File: config.mk
export PLATFORM = sky130hd
export DESIGN_NAME = lfsr_stream
export DESIGN_NICKNAME = d
export VERILOG_FILES = /design/src/rtl/lfsr_stream.sv
export SDC_FILE = /design/constraint.sdc
export NUM_CORES = 1
export LEC_CHECK = 0
export CORE_AREA = 2 2 97 99
export DETAILED_ROUTE_END_ITERATION = 8
export DIE_AREA = 0 0 99 101
export GPL_TIMING_DRIVEN = 0
export MAX_ROUTING_LAYER = met4
export PLACE_DENSITY = 0.68
export SETUP_SLACK_MARGIN = 0.3
export SKIP_LAST_GASP = 1
export SYNTH_ARGS = -nofsm -noshare
export SYNTH_HDL_FRONTEND = slang
export SYNTH_SLANG_ARGS = --single-unit
File: constraint.sdc
create_clock -name clk -period 5.18 [get_ports clk]
set_input_delay 0.518 -clock clk [delete_from_list [all_inputs] [get_ports clk]]
set_output_delay 0.518 -clock clk [all_outputs]
set_load 0.01 [all_outputs]
File: src/rtl/lfsr_stream.sv
// Parametrised Fibonacci LFSR word stream with seed handshake, lock-up recovery and period measurement.
// Zero latency (out_data is the state register); the state advances only on an accepted word and holds under backpressure.
module lfsr_stream #(
  parameter int               WIDTH = 16,
  parameter logic [WIDTH-1:0] TAPS  = 16'hB400,
  parameter logic [WIDTH-1:0] INIT  = 16'h0001,
  parameter int               OUT_W = 8
) (
  input  logic             clk,
  input  logic             rst,
  input  logic             en,
  input  logic             seed_valid,
  output logic             seed_ready,
  input  logic [WIDTH-1:0] seed_data,
  output logic             out_valid,
  input  logic             out_ready,
  output logic [OUT_W-1:0] out_data,
  output logic             wrap,
  output logic [WIDTH-1:0] period_len,
  output logic             lockup,
  output logic             seed_err
);

  typedef enum logic [1:0] {
    IDLE  = 2'd0,
    RUN   = 2'd1,
    DRAIN = 2'd2
  } state_t;

  state_t           state_q;
  state_t           state_d;
  logic [WIDTH-1:0] s_q;
  logic [WIDTH-1:0] start_q;
  logic [WIDTH-1:0] cnt_q;

  logic             seed_fire;
  logic             zero_st;
  logic             step;
  logic             fb;
  logic [WIDTH-1:0] s_next;
  logic [WIDTH-1:0] seed_sel;
  logic [WIDTH-1:0] cnt_inc;
  logic             closes;

  // Datapath: next state, seed substitution, saturating step count.
  always_comb begin
    fb       = ^(s_q & TAPS);
    s_next   = {s_q[WIDTH-2:0], fb};
    seed_sel = (seed_data == '0) ? INIT : seed_data;
    cnt_inc  = (cnt_q == '1) ? cnt_q : cnt_q + {{(WIDTH-1){1'b0}}, 1'b1};
  end

  // Handshake decode and next FSM state; a zero state suppresses the step.
  always_comb begin
    state_d    = state_q;
    seed_ready = (state_q == IDLE);
    out_valid  = (state_q != IDLE);
    seed_fire  = seed_valid && seed_ready;
    zero_st    = out_valid && (s_q == '0);
    step       = out_valid && out_ready && !zero_st;
    closes     = step && (s_next == start_q);
    case (state_q)
      IDLE:    if (en) state_d = RUN;
      RUN:     if (!en) state_d = step ? IDLE : DRAIN;
      DRAIN:   if (step) state_d = IDLE;
      default: state_d = IDLE;
    endcase
  end

  always_ff @(posedge clk or posedge rst) begin
    if (rst) begin
      state_q <= IDLE;
    end else begin
      state_q <= state_d;
    end
  end

  always_ff @(posedge clk or posedge rst) begin
    if (rst) begin
      s_q        <= INIT;
      start_q    <= INIT;
      cnt_q      <= '0;
      period_len <= '0;
      wrap       <= 1'b0;
      lockup     <= 1'b0;
      seed_err   <= 1'b0;
    end else begin
      wrap   <= 1'b0;
      lockup <= 1'b0;
      if (seed_fire) begin
        s_q      <= seed_sel;
        start_q  <= seed_sel;
        cnt_q    <= '0;
        seed_err <= (seed_data == '0);
      end else if (zero_st) begin
        // Corrupted state: restart the sequence and its period measurement from INIT.
        s_q     <= INIT;
        start_q <= INIT;
        cnt_q   <= '0;
        lockup  <= 1'b1;
      end else if (step) begin
        s_q <= s_next;
        if (closes) begin
          wrap       <= 1'b1;
          period_len <= cnt_inc;
          cnt_q      <= '0;
        end else begin
          cnt_q <= cnt_inc;
        end
      end
    end
  end

  assign out_data = s_q[OUT_W-1:0];

endmodule

==> metrics.txt <==
status=finished clean; die width=99 um; vias=2911; final period utilization=0.450; Final Skew=13.5 ps; CTS clk-pin slew, worst paths=70 ps; post-route ant nets=0; CP Max Fanout=10; P_leak=1.88 nW; setup bufs post-CTS=0; sum of negative setup slack=0 ps; Worst-Margin Slew=851 ps; Netlist cell types=53; GRT met1 Usage=0.237; slew margin rel.=0.433; number of top-level pins=50; # rows=35; yosys warns=0; routing usage on met3=0.0347; CP Cell Sequence=inv_1 -> ha_1 -> nor4b_1 -> and4_1 -> mux2i_2 -> and2_1 -> buf_2 -> buf_2 -> a22oi_1; Setup crit end kind=flip-flop; share of cells above drive strength 1=0.127; RePlAce Congestion=0.875; # Max-Cap Violations=0; Yosys reg bits=69; RSZ-0062 raised after global routing=no; ANT cells=0; number of global-route vias before repair=2918; post-DP HPWL=5970 um; Synth area leader=dfrtp_1; first-pass GRT wire length=14300 um; core area=8980 um2; PortBufs=49; synthesis-to-finish area growth=23.7%; die area=10000 um2; Net Count, Synth=398; Die Y=101 um; family with the most delay on the worst path=simple AND/OR/NAND/NOR gates; Vias/cell=5.28; Syn Std Cell Area=3520 um2; # DRC=0; sequential cell area fraction in the yosys report=0.491; global routing usage on met2=0.296; total gr overflow=0; CP peak stage delay=420 ps; starting density of the core=0.392; placed cells=535; # nets final=458; CP most frequent cell=buf_2; initial antenna violation count=0; CTS buffer count=9; clock buffer depth=2; kind of critical path=flip-flop to flip-flop; Worst-Skew Late Latency=350 ps; FMAX=429 MHz; largest net degree at the start of global routing=70; worst vdd ir=0.221 mV; PD cells=418 nW/um2; final cell count without fillers=551; Seq. cell area=1730 um2; Cells after Synth=375; CTS tree=yes; fin. max-slew vios=0; total chip power=1.82 mW; Initial DRC Count=123; # clock sinks=69; post-CTS sizing=0; Post-Route WL=8360 um; drt first pass iters=4; gr usage total=0.185; Hold Crit Class=flip-flop to flip-flop; Tmin final=2330 ps; Post-Syn Area per Cell=9.40 um2; Filler Cells Inserted=853; CP bufs+invs=3; Yosys top cell area share=0.476; H-tree Lvls=3; worst path arrival time=2590 ps; placed inst area=4160 um2; slowest stage cell, crit path=dfrtp_1; Hold Vio Cnt, Final=0; Finished Cell Area=4360 um2; Setup violations, final=0; Multi-input gate area=1590 um2; CTS Hold Bufs=0; Avg WL per Cell=15.2 um; top post-synthesis cells by area=dfrtp_1, nand2_1, xnor2_1; critical path data required time=5430 ps; GR peak layer=met2; Critical Path Start Type=flip-flop; Clock Tree Root=clkbuf_8
[final timing paths]
kind	cells past startpoint	slack, ps	endpoint	from
min in group asynchronous	2	700	state_q[0]$_DFFE_PP0P_	rst
max in group asynchronous	2	3930	cnt_q[8]$_DFFE_PP0P_	rst
max reg2reg	9	2850	s_q[13]$_DFFE_PP0P_	s_q[13]$_DFFE_PP0P_
max	9	2850	s_q[13]$_DFFE_PP0P_	s_q[13]$_DFFE_PP0P_
min reg2reg	1	470	state_q[0]$_DFFE_PP0P_	state_q[1]$_DFFE_PP0P_
min	1	470	state_q[0]$_DFFE_PP0P_	state_q[1]$_DFFE_PP0P_
[cell families after synthesis]
family	share of synthesized area
DFF	0.491
muxes	0.0231
and+or+nand+nor	0.210
xor gates and xnor gates	0.0767
adders and majority gates	0.00710
buffers and inverters	0.0586
AOI/OAI and AO/OA	0.134
[flip-flops by register name (all words and copies together) (netlist names)]
name and count:
start_q 16, s_q 16, state_q 2, seed_err 1, lockup 1, period_len 16, cnt_q 16, wrap 1
[Yosys cell counts, drive strengths merged]
cell type   n
dfrtp      67
nand2      57
nor2       35
a21oi      32
o21ai      25
xnor2      23
buf        19
nand3      15
nand4      13
inv        12
nor4        8
clkbuf      7
xor2        7
nor3        6
or3         6
a22o        5
and3        4
mux2i       4
a31oi       3
mux2        3
a21o        2
a22oi       2
dfstp       2
ha          2
nand3b      2
o211ai      2
or2         2
a32o        1
and2        1
and4        1
nand2b      1
nor2b       1
nor4b       1
o21a        1
o2bb2ai     1
o31ai       1
or4         1
[through the flow]
step | hold slack (ps) | util | setup WS [ps]
after floorplan | 440 | - | 2930
after global placement | 452 | 0.463 | 1710
after detailed placement | 464 | 0.463 | 2640
after CTS | 468 | 0.485 | 2840
after global routing | 503 | 0.485 | 2650
final | 472 | 0.485 | 2850
[layout by cell type (no fill, tap or decap), types with 6 or more instances in the layout]
cell              n
clkbuf_1          6
nor4_1            7
nor2_1           35
xor2_1            7
clkdlybuf4s50_1  49
inv_1            10
or3_1             6
a21oi_1          24
dfrtp_1          67
nand2_1          57
nand3_1          15
a21oi_2           7
buf_2             7
clkbuf_8         11
buf_4             9
o21ai_0          22
nand4_1          13
xnor2_1          22
[where the power goes]
part	total [mW]	switching, mW	internal [mW]
combinational	0.591	0.293	0.298
sequential	0.773	0.125	0.649
clock	0.456	0.209	0.247
total	1.82	0.627	1.19
[routing by layer]
metal / up-vias / share of wire
met4: 0 / 0.019
li1: 1406 / -
met1: 1390 / 0.43
met5: - / 0
met3: 15 / 0.059
met2: 100 / 0.49
[final cells by class]
type,instances,share of cell area
inverter,12,0.0109
tap,111,0.0319
multi-input combinational,268,0.364
sequential,69,0.397
buffer,26,0.0370
timing repair buffer,49,0.113
clock inverter,4,0.0109
clock buffer,12,0.0356
No activity file was read; power rests on OpenSTA's default activity.
